$ cat src/rtl/serial_addsub_if.sv
// -----------------------------------------------------------------------------
// serial_addsub_if
// Request/response bundle for the bit-serial adder/subtractor.
// Build option: none here (saturation is selected inside serial_addsub by
// SERIAL_ADDSUB_SATURATE_EN).
//
// Signals (WIDTH = operand/result width):
//   start  : request to begin an operation (requester -> unit)
//   sub    : 0 = a+b, 1 = a-b, sampled with start (requester -> unit)
//   a, b   : two's-complement operands, sampled with start (requester -> unit)
//   busy   : operation in progress (unit -> requester)
//   done   : one-cycle pulse, result fields valid (unit -> requester)
//   result : sum/difference, held until the next operation completes
//   cout   : carry out of MSB (subtract: 1 = no borrow)
//   ovf    : signed overflow
// Modports: master = requester, slave = serial_addsub.
// -----------------------------------------------------------------------------
interface serial_addsub_if #(
    parameter int WIDTH = 8
);
    logic             start;
    logic             sub;
    logic [WIDTH-1:0] a;
    logic [WIDTH-1:0] b;
    logic             busy;
    logic             done;
    logic [WIDTH-1:0] result;
    logic             cout;
    logic             ovf;

    modport master (
        output start, sub, a, b,
        input  busy, done, result, cout, ovf
    );

    modport slave (
        input  start, sub, a, b,
        output busy, done, result, cout, ovf
    );
endinterface : serial_addsub_if

$ cat src/rtl/serial_addsub.sv
// -----------------------------------------------------------------------------
// serial_addsub
// Bit-serial two's-complement adder/subtractor: one full adder evaluated per
// clock, LSB first. An accepted start latches the operands (b pre-inverted and
// carry seeded with 1 for subtraction); WIDTH RUN cycles later the result,
// carry-out and signed-overflow flags update together with a one-cycle done.
//
// Build option: define SERIAL_ADDSUB_SATURATE_EN to clamp the result to the
// most-positive / most-negative value on signed overflow (cout/ovf stay raw).
// Without it the result wraps modulo 2^WIDTH.
//
// Ports:
//   clk   : clock, all state updates on the rising edge
//   rst_n : asynchronous active-low reset
//   bus   : serial_addsub_if.slave (start/sub/a/b in; busy/done/result/cout/ovf out)
// Parameter: WIDTH, legal range 2..32.
// -----------------------------------------------------------------------------
module serial_addsub #(
    parameter int WIDTH = 8
) (
    input  logic           clk,
    input  logic           rst_n,
    serial_addsub_if.slave bus
);
    localparam int CNT_W = $clog2(WIDTH);
    localparam logic [CNT_W-1:0] CNT_LAST = CNT_W'(WIDTH - 1);

    typedef enum logic [1:0] {
        IDLE = 2'd0,
        RUN  = 2'd1,
        DONE = 2'd2
    } state_t;

    state_t           r_state;
    state_t           w_state_nxt;
    logic             w_busy;
    logic             w_done;

    logic [WIDTH-1:0] r_a;        // operand A, shifted right one bit per RUN cycle
    logic [WIDTH-1:0] r_b;        // operand B (inverted for subtract), shifted likewise
    logic             r_carry;    // carry into the bit being processed
    logic [CNT_W-1:0] r_cnt;      // index of the bit being processed
    logic [WIDTH-2:0] r_sum;      // sum bits collected so far, newest at the top
    logic [WIDTH-1:0] r_result;
    logic             r_cout;
    logic             r_ovf;

    logic             w_sum;
    logic             w_carry;
    logic             w_last;
    logic [WIDTH-1:0] w_shift;
    logic             w_ovf;
    logic [WIDTH-1:0] w_final;

    // ---------------------------------------------------------------- FSM ---
    // NOTE: sequential state uses non-blocking assignments so every register
    // samples pre-edge values, independent of process ordering.
    always_ff @(posedge clk or negedge rst_n) begin
        if (!rst_n) begin
            r_state <= IDLE;
        end else begin
            r_state <= w_state_nxt;
        end
    end

    assign w_last = (r_cnt == CNT_LAST);

    // NOTE: every output of this block is given a default first so no path
    // leaves a signal unassigned, which would infer a latch.
    always_comb begin
        w_state_nxt = r_state;
        w_busy      = 1'b0;
        w_done      = 1'b0;
        unique case (r_state)
            IDLE: begin
                if (bus.start) w_state_nxt = RUN;
            end
            RUN: begin
                w_busy = 1'b1;
                if (w_last) w_state_nxt = DONE;
            end
            DONE: begin
                w_done      = 1'b1;
                w_state_nxt = bus.start ? RUN : IDLE;
            end
            default: w_state_nxt = IDLE;
        endcase
    end

    // ----------------------------------------------------------- datapath ---
    assign w_sum   = r_a[0] ^ r_b[0] ^ r_carry;
    assign w_carry = (r_a[0] & r_b[0]) | (r_carry & (r_a[0] ^ r_b[0]));

    // Full sum including the bit produced this cycle; on the last bit this
    // is the complete raw result with bit 0 in position 0.
    assign w_shift = {w_sum, r_sum};

    // On the last bit r_carry is the carry into the MSB.
    assign w_ovf = r_carry ^ w_carry;

`ifdef SERIAL_ADDSUB_SATURATE_EN
    // On the last bit r_a[0] holds the original sign of A, which gives the
    // overflow direction.
    assign w_final = !w_ovf ? w_shift :
                     r_a[0] ? {1'b1, {(WIDTH-1){1'b0}}} :
                              {1'b0, {(WIDTH-1){1'b1}}};
`else
    assign w_final = w_shift;
`endif

    always_ff @(posedge clk or negedge rst_n) begin
        if (!rst_n) begin
            r_a      <= '0;
            r_b      <= '0;
            r_carry  <= 1'b0;
            r_cnt    <= '0;
            r_sum    <= '0;
            r_result <= '0;
            r_cout   <= 1'b0;
            r_ovf    <= 1'b0;
        end else begin
            unique case (r_state)
                IDLE, DONE: begin
                    if (bus.start) begin
                        r_a     <= bus.a;
                        r_b     <= bus.b ^ {WIDTH{bus.sub}};
                        r_carry <= bus.sub;
                        r_cnt   <= '0;
                    end
                end
                RUN: begin
                    r_a     <= r_a >> 1;
                    r_b     <= r_b >> 1;
                    r_carry <= w_carry;
                    r_sum   <= w_shift[WIDTH-1:1];
                    if (w_last) begin
                        r_result <= w_final;
                        r_cout   <= w_carry;
                        r_ovf    <= w_ovf;
                    end else begin
                        r_cnt <= r_cnt + 1'b1;
                    end
                end
                default: ;
            endcase
        end
    end

    assign bus.busy   = w_busy;
    assign bus.done   = w_done;
    assign bus.result = r_result;
    assign bus.cout   = r_cout;
    assign bus.ovf    = r_ovf;

endmodule : serial_addsub
$ cat src/flat_wrapper.sv
// flat-port wrapper written by rule: the top's interface ports become plain ports
module serial_addsub_flat 
#(
    parameter int WIDTH = 8
)
  (clk, rst_n, bus_start, bus_sub, bus_a, bus_b, bus_busy, bus_done, bus_result, bus_cout, bus_ovf);
  serial_addsub_if #(.WIDTH(WIDTH)) bus_i ();
  input  logic clk;
  input  logic rst_n;
  input wire logic [$bits(bus_i.start)-1:0] bus_start;
  input wire logic [$bits(bus_i.sub)-1:0] bus_sub;
  input wire logic [$bits(bus_i.a)-1:0] bus_a;
  input wire logic [$bits(bus_i.b)-1:0] bus_b;
  output wire logic [$bits(bus_i.busy)-1:0] bus_busy;
  output wire logic [$bits(bus_i.done)-1:0] bus_done;
  output wire logic [$bits(bus_i.result)-1:0] bus_result;
  output wire logic [$bits(bus_i.cout)-1:0] bus_cout;
  output wire logic [$bits(bus_i.ovf)-1:0] bus_ovf;
  assign bus_i.start = bus_start;
  assign bus_i.sub = bus_sub;
  assign bus_i.a = bus_a;
  assign bus_i.b = bus_b;
  assign bus_busy = bus_i.busy;
  assign bus_done = bus_i.done;
  assign bus_result = bus_i.result;
  assign bus_cout = bus_i.cout;
  assign bus_ovf = bus_i.ovf;
  serial_addsub #(.WIDTH(WIDTH)) u_core (.clk(clk), .rst_n(rst_n), .bus(bus_i));
endmodule
$ cat config.mk
export PLATFORM = sky130hd
export DESIGN_NAME = serial_addsub_flat
export DESIGN_NICKNAME = d
export VERILOG_FILES = /design/src/rtl/serial_addsub_if.sv /design/src/rtl/serial_addsub.sv /design/src/flat_wrapper.sv
export SDC_FILE = /design/constraint.sdc
export NUM_CORES = 1
export LEC_CHECK = 0
export CAP_MARGIN = 20
export CORE_MARGIN = 10
export CORE_UTILIZATION = 40
export CTS_CLUSTER_DIAMETER = 60
export DETAILED_ROUTE_END_ITERATION = 10
export GPL_TIMING_DRIVEN = 0
export PLACE_DENSITY = 0.67
export SETUP_SLACK_MARGIN = 0.15
export SYNTH_ARGS = -nofsm -noshare
export SYNTH_HDL_FRONTEND = slang
export SYNTH_SLANG_ARGS = --single-unit
$ cat constraint.sdc
create_clock -name clk -period 2.3 [get_ports clk]
set_clock_uncertainty 0.15 [all_clocks]
set_input_delay 0.575 -clock clk [delete_from_list [all_inputs] [get_ports clk]]
set_output_delay 0.575 -clock clk [all_outputs]
set_load 0.05 [all_outputs]
==> results.py, run 1 <==
metrics = {
    "grt": {
        "gr-usage-met1_pct": 11.8,
        "busiest_layer": "met2",
        "grt-ovfl-total": 0,
        "grt_first_pass_wirelength_um": 5610,
        "grt_max_degree": 40,
        "first_global_vias": 1109,
        "grtUsageTotal_pct": 9.76,
        "grtUsageMet2_pct": 13.8,
        "gr-usage-met3_pct": 6.02,
        "antenna_found_initial": 0,
    },
    "setup_path": {
        "crit_chain": "nor2b_1, clkbuf_4, buf_6, buf_6",
        "critPathMostFrequentCell": "buf_6",
        "critPathCaptureType": "primary output",
        "cp_max_fo": 10,
        "crit_type": "flip-flop to primary output",
        "crit_path_max_incr_delay_ps": 410,
        "rr_worst_depth": 5,
        "start_kind": "flip-flop",
        "required_ps": 1570,
        "crit_arrival_ps": 1380,
        "slowest_stage": "dfrtp_1",
    },
    "yosys": {
        "synth_cell_type_count": 24,
        "ys_ff_latch": 39,
        "synthAdderAreaFrac_pct": 2.66,
        "postSynthAreaPerCell_sq_um": 13.3,
        "syn_area_sq_mm": 0.00169,
        "synth_top_family_by_area": "compound AO/OA/AOI/OAI gates",
        "yosys_warnings": 0,
        "synth-xor-area-share_pct": 4.66,
        "syn_nets": 150,
        "synth.area.mux_share_pct": 10.7,
        "synth_simple_gate_area_share_pct": 6.14,
        "yosysSeqAreaShare_pct": 57.7,
        "netlist_instances": 127,
        "synth_compound_area_share_pct": 14.1,
    },
    "final_layout": {
        "layout.nets": 188,
        "layout.cells.non_filler": 216,
        "area_growth_pct": 26.3,
        "n_antenna_cell": 0,
        "layout_commonest_cell": "dfrtp_1",
        "drive_gt1_share_pct": 22.3,
        "final_cell_mix": "39 x dfrtp_1, 17 x clkdlybuf4s50_1, 16 x mux2_2, 10 x a22o_1, 10 x dlygate4sd2_1",
    },
    "detailed_routing": {
        "wire_per_inst_um": 15.8,
        "vias": 1082,
        "drt_iter0_markers": 28,
        "ant_nets": 0,
        "drc": 0,
        "drt_first_pass_iters": 4,
        "vias_per_cell": 5.01,
        "wl_um": 3420,
    },
    "timing": {
        "slew_headroom_pct": 44.1,
        "rsz0062_at_grt": "yes",
        "timing_hold_violations_final": 0,
        "setup_viol": 0,
        "setup_ws_ps": 197,
        "slew_violations": 0,
        "fin_crit_ps": 2100,
        "fin_hold_ws_ps": 224,
        "finalSetupTns_ps": 0,
        "worstMarginPinSlew_ps": 839,
        "period_share_pct": 91.4,
        "fmax_mhz": 476,
    },
    "clock_tree": {
        "clock_latency_ps": 300,
        "ctsHtreeMaxLevel": 2,
        "cts.sinks": 39,
        "ctsHoldBuffers": 0,
        "clock_path_buffers": 2,
        "root_buffer": "clkbuf_8",
        "path_clk_slew_ps": 80,
        "cts-buffers-inserted": 5,
        "tritoncts": "built",
    },
    "place": {
        "dpl.cell_count": 207,
        "finalWeightedCongestion": 0.716,
        "place_hpwl_um": 2490,
        "place.port_buffers": 30,
        "dp_slack_ps": -182,
    },
    "run": {
        "cap_violations": 0,
    },
    "die": {
        "row_count": 23,
        "fp.dieW_um": 85.0,
        "start_util_pct": 41.7,
        "die_area_sq_mm": 0.00723,
        "coreArea_sq_mm": 0.00406,
        "die_y_um": 85.0,
        "io_pins": 32,
    },
    "power_and_ir_drop": {
        "power_density_mw_per_mm2": 1470,
        "peakVddDrop_v": 0.000525,
        "clkPwrFrac_pct": 14.7,
        "seqPwrFrac_pct": 38.7,
        "swShare_pct": 39.7,
        "p_switching_mw": 1.24,
        "comb_power_share_pct": 46.6,
        "power.leakage_nw": 1.01,
        "finalPower_mw": 3.13,
        "internal_power_mw": 1.89,
    },
    "run_status": {
        "outcome": "complete, no violations",
    },
    "worst_hold_path": {
        "hold_class": "primary input to asynchronous set/reset pin",
    },
}
## what timing repair did
item | 4_1_cts | 5_1_grt
gates resized for setup | 19 | 3
endpoints found under the setup margin | 12 | 2
gates cloned | 0 | 0
setup buffers | 0 | 1
## layer usage
layer	routed length [um]	vias up
li1	-	529
met2	1550	21
met5	0	-
met4	50	0
met1	1550	526
met3	269	6
## final cells by class
| cell class | instances | area, sq um |
|---|---|---|
| Fill cell | 343 | 1920 |
| Sequential cell | 39 | 976 |
| Multi-Input combinational cell | 76 | 646 |
| Timing Repair Buffer | 31 | 287 |
| Clock buffer | 5 | 68.8 |
| Buffer | 9 | 63.8 |
| Tap cell | 50 | 62.6 |
| Clock inverter | 3 | 20.0 |
| Inverter | 3 | 11.3 |
## worst max-delay path: cells and delay by family, from the launching register on
kind | cells | cell delay [ps]
buffers and inverters | 3 | 530
flip-flops | 1 | 410
AND/OR/NAND/NOR | 1 | 140
## path summary, 6_finish.rpt
| kind | slack, ps | to | start |
|---|---|---|---|
| setup / recovery | 200 | bus_busy | u_core.r_state[0]$_DFFE_PN0P_ |
| hold / removal | 220 | u_core.bus.result[6]$_DFFE_PN0P_ | rst_n |
| setup reg to reg | 440 | u_core.bus.result[3]$_DFFE_PN0P_ | u_core.r_cnt[0]$_DFFE_PN0P_ |
| hold reg to reg | 330 | u_core.r_a[4]$_DFFE_PN0P_ | u_core.r_a[4]$_DFFE_PN0P_ |
| max in group asynchronous | 1240 | u_core.bus.result[1]$_DFFE_PN0P_ | rst_n |
| min in group clk | 330 | u_core.r_a[4]$_DFFE_PN0P_ | u_core.r_a[4]$_DFFE_PN0P_ |
## logic make-up (layout without fill, tap and decap cells)
logic type	count (synthesis)	after routing
AO/OA/AOI/OAI	29	29
buffers and inverters	12	51
multiplexers	16	16
adder cells (fa/ha/maj)	3	3
AND/OR/NAND/NOR	19	19
XOR/XNOR	9	9
flip-flops	39	39
## cell usage after synthesis
cell type / number / area share, %
a221o_1: 7 / 4.1
a22o_1: 10 / 5.2
clkbuf_1: 2 / 0.44
o21ai_0: 4 / 1.2
xnor2_1: 8 / 4.1
ha_1: 2 / 1.5
xor2_1: 1 / 0.52
nand2b_1: 1 / 0.37
buf_4: 1 / 0.44
buf_2: 4 / 1.2
mux2_2: 16 / 11
nand3_1: 3 / 0.89
a21o_1: 8 / 3.6
nor2_1: 7 / 1.6
buf_6: 2 / 1.3
fa_1: 1 / 1.2
nor2_4: 1 / 0.67
or3b_1: 1 / 0.52
dfrtp_1: 39 / 58
inv_1: 3 / 0.67
nor2b_2: 1 / 0.52
nand2_1: 2 / 0.44
nor2b_1: 2 / 0.74
nand3b_1: 1 / 0.44
## flip-flops by register name, indices dropped and copies added, names as in the netlist
register	count
u_core.r_sum	7
u_core.r_cnt	3
u_core.bus.result	8
u_core.r_state	2
u_core.r_carry	1
u_core.bus.cout	1
u_core.r_b	8
u_core.r_a	8
u_core.bus.ovf	1
## per-stage QoR
| step | cell area [sq um] | utilization, % |
|---|---|---|
| global route | 2130 | 52.6 |
| detailed placement | 2050 | 50.5 |
| CTS | 2130 | 52.4 |
| global placement | 2050 | 50.6 |
| finish | 2130 | 52.6 |
| floorplan | 1690 | - |
## power by group through the flow
stage	logic, mW	clock network [mW]	registers [mW]
2_1_floorplan	0.820	0	1.47
3_3_place_gp	1.47	0	1.21
3_5_place_dp	1.51	0	1.23
4_1_cts	1.46	0.473	1.22
5_1_grt	1.59	0.513	1.26
6_report	1.46	0.461	1.21
No activity file was read; power rests on OpenSTA's default activity.
==> run 2, diff against run 1 <==
--- a/config.mk
+++ b/config.mk
@@ -6,7 +6,7 @@
 export NUM_CORES = 1
 export LEC_CHECK = 0
 export CAP_MARGIN = 20
-export CORE_MARGIN = 10
+export CORE_ASPECT_RATIO = 0.5
 export CORE_UTILIZATION = 40
 export CTS_CLUSTER_DIAMETER = 60
 export DETAILED_ROUTE_END_ITERATION = 10
==> run 2 against run 1 <==
Compared with the run above:
- die area down 38%
- worst setup slack better by 18 ps
- cell area rose by 1.0%
- fmax is 0.87% higher
- critical path type unchanged
- largest cell class unchanged
==> results.py, run 2 (synthesis results as in run 1) <==
metrics = {
    "run_status": {
        "outcome": "complete, no violations",
    },
    "setup_path": {
        "rr_worst_depth": 5,
        "r2r-start": "u_core.r_cnt[0]$_DFFE_PN0P_",
        "start_kind": "flip-flop",
        "crit_chain": "nor2b_1, clkbuf_4, buf_6, buf_6",
        "slowest_stage": "dfrtp_1",
        "crit_buf_inv": 3,
        "required_ps": 1570,
        "critPathMostFrequentCell": "buf_6",
        "critPathCaptureType": "primary output",
        "startpoint": "u_core.r_state[0]$_DFFE_PN0P_",
        "crit_arrival_ps": 1360,
        "crit_type": "flip-flop to primary output",
        "r2r_slack_ps": 420,
        "cp_top_family": "buffers and inverters",
        "cp_max_fo": 10,
        "rr_endpoint": "u_core.bus.result[6]$_DFFE_PN0P_",
        "crit_path_max_incr_delay_ps": 400,
    },
    "die": {
        "start_util_pct": 42.4,
        "row_count": 16,
        "fp.dieW_um": 93.9,
        "die_y_um": 48.0,
        "io_pins": 32,
        "coreArea_sq_mm": 0.00398,
        "die_area_sq_mm": 0.00451,
    },
    "detailed_routing": {
        "wire_per_inst_um": 13.8,
        "wl_um": 3030,
        "drt_iter0_markers": 53,
        "vias_per_cell": 4.96,
        "ant_nets": 0,
        "vias": 1092,
        "drt_first_pass_iters": 4,
        "drc": 0,
    },
    "timing": {
        "worstMarginPinSlew_ps": 848,
        "finalSetupTns_ps": 0,
        "slew_headroom_pct": 43.5,
        "fin_crit_ps": 2080,
        "period_share_pct": 90.6,
        "rsz0062_at_grt": "yes",
        "slew_violations": 0,
        "setup_viol": 0,
        "fmax_mhz": 480,
        "timing_hold_violations_final": 0,
    },
    "clock_tree": {
        "ctsHoldBuffers": 0,
        "clock_path_buffers": 2,
        "clock_latency_ps": 290,
        "cts.sinks": 39,
        "cts-buffers-inserted": 5,
        "tritoncts": "built",
        "ctsHtreeMaxLevel": 2,
        "path_clk_slew_ps": 70,
        "root_buffer": "clkbuf_8",
    },
    "final_layout": {
        "final_cell_mix": "39 x dfrtp_1, 17 x clkdlybuf4s50_1, 16 x mux2_2, 10 x a22o_1, 10 x dlygate4sd2_1",
        "layout_commonest_cell": "dfrtp_1",
        "drive_gt1_share_pct": 21.1,
        "fill_cells": 353,
        "n_antenna_cell": 0,
        "area_growth_pct": 27.5,
        "layout.nets": 188,
        "stdcell_area_sq_mm": 0.00216,
    },
    "grt": {
        "grt_max_degree": 40,
        "grtUsageTotal_pct": 15.8,
        "grt-ovfl-total": 0,
        "antenna_found_initial": 0,
        "first_global_vias": 1070,
        "grt_first_pass_wirelength_um": 5030,
    },
    "power_and_ir_drop": {
        "internal_power_mw": 1.95,
        "p_switching_mw": 1.21,
        "power_density_mw_per_mm2": 1460,
        "clkPwrFrac_pct": 15.8,
        "power.leakage_nw": 1.02,
        "comb_power_share_pct": 46.0,
        "swShare_pct": 38.3,
        "peakVddDrop_v": 0.000507,
        "seqPwrFrac_pct": 38.2,
        "finalPower_mw": 3.16,
    },
    "place": {
        "finalWeightedCongestion": 0.697,
        "place.port_buffers": 30,
        "placed_area_sq_mm": 0.00205,
        "place_hpwl_um": 2120,
    },
    "run": {
        "cap_violations": 0,
    },
    "worst_hold_path": {
        "hold_class": "primary input to asynchronous set/reset pin",
    },
}
[run 2: power groups by stage]
| stage | combinational, mW | clock (mW) | sequential (mW) |
|---|---|---|---|
| CTS | 1.45 | 0.518 | 1.21 |
| floorplan | 0.820 | 0 | 1.47 |
| global route | 1.56 | 0.544 | 1.25 |
| detailed placement | 1.50 | 0 | 1.22 |
| finish | 1.45 | 0.499 | 1.21 |
| global placement | 1.46 | 0 | 1.21 |
[run 2: final cells by class]
class / count / area [sq um] / share of cell area, %
Tap cell: 54 / 67.6 / 3.13
Multi-Input combinational cell: 76 / 646 / 29.9
Inverter: 3 / 11.3 / 0.522
Timing Repair Buffer: 31 / 292 / 13.5
Sequential cell: 39 / 976 / 45.3
Clock buffer: 8 / 100 / 4.64
Buffer: 9 / 63.8 / 2.96
[run 2: how the worst max path moves through the flow]
stage                                                   to  slack, ps  cells past startpoint
after floorplan                                   bus_done        470                      1
after global placement    u_core.bus.result[1]$_DFFE_PN0P_       -420                      1
after detailed placement                          bus_busy       -180                      4
after CTS                                         bus_busy        170                      4
after global routing                              bus_busy        140                      4
final                                             bus_busy        220                      4
[run 2: stage by stage]
step           hold slack [ps]  util (%)  setup slack (ps)  instances
2_1_floorplan              129         -               466        127
3_3_place_gp               310      51.7              -417        211
3_5_place_dp               321      51.5              -180        211
4_1_cts                    265      53.8               171        219
5_1_grt                    319      54.1               140        220
6_report                   239      54.1               215        220
[run 2: timing repair]
action / CTS / global route
endpoints found under the setup margin: 12 / 2
buffers inserted: 0 / 1
resized for setup: 19 / 2
[run 2: layer usage]
| layer | GRT usage, % | vias up | share of wire [%] |
|---|---|---|---|
| met5 | 0 | - | 0 |
| met1 | 20.1 | 540 | 47 |
| li1 | - | 526 | - |
| met4 | 10.2 | 0 | 1.8 |
| met3 | 4.76 | 4 | 3.4 |
| met2 | 24.4 | 22 | 48 |
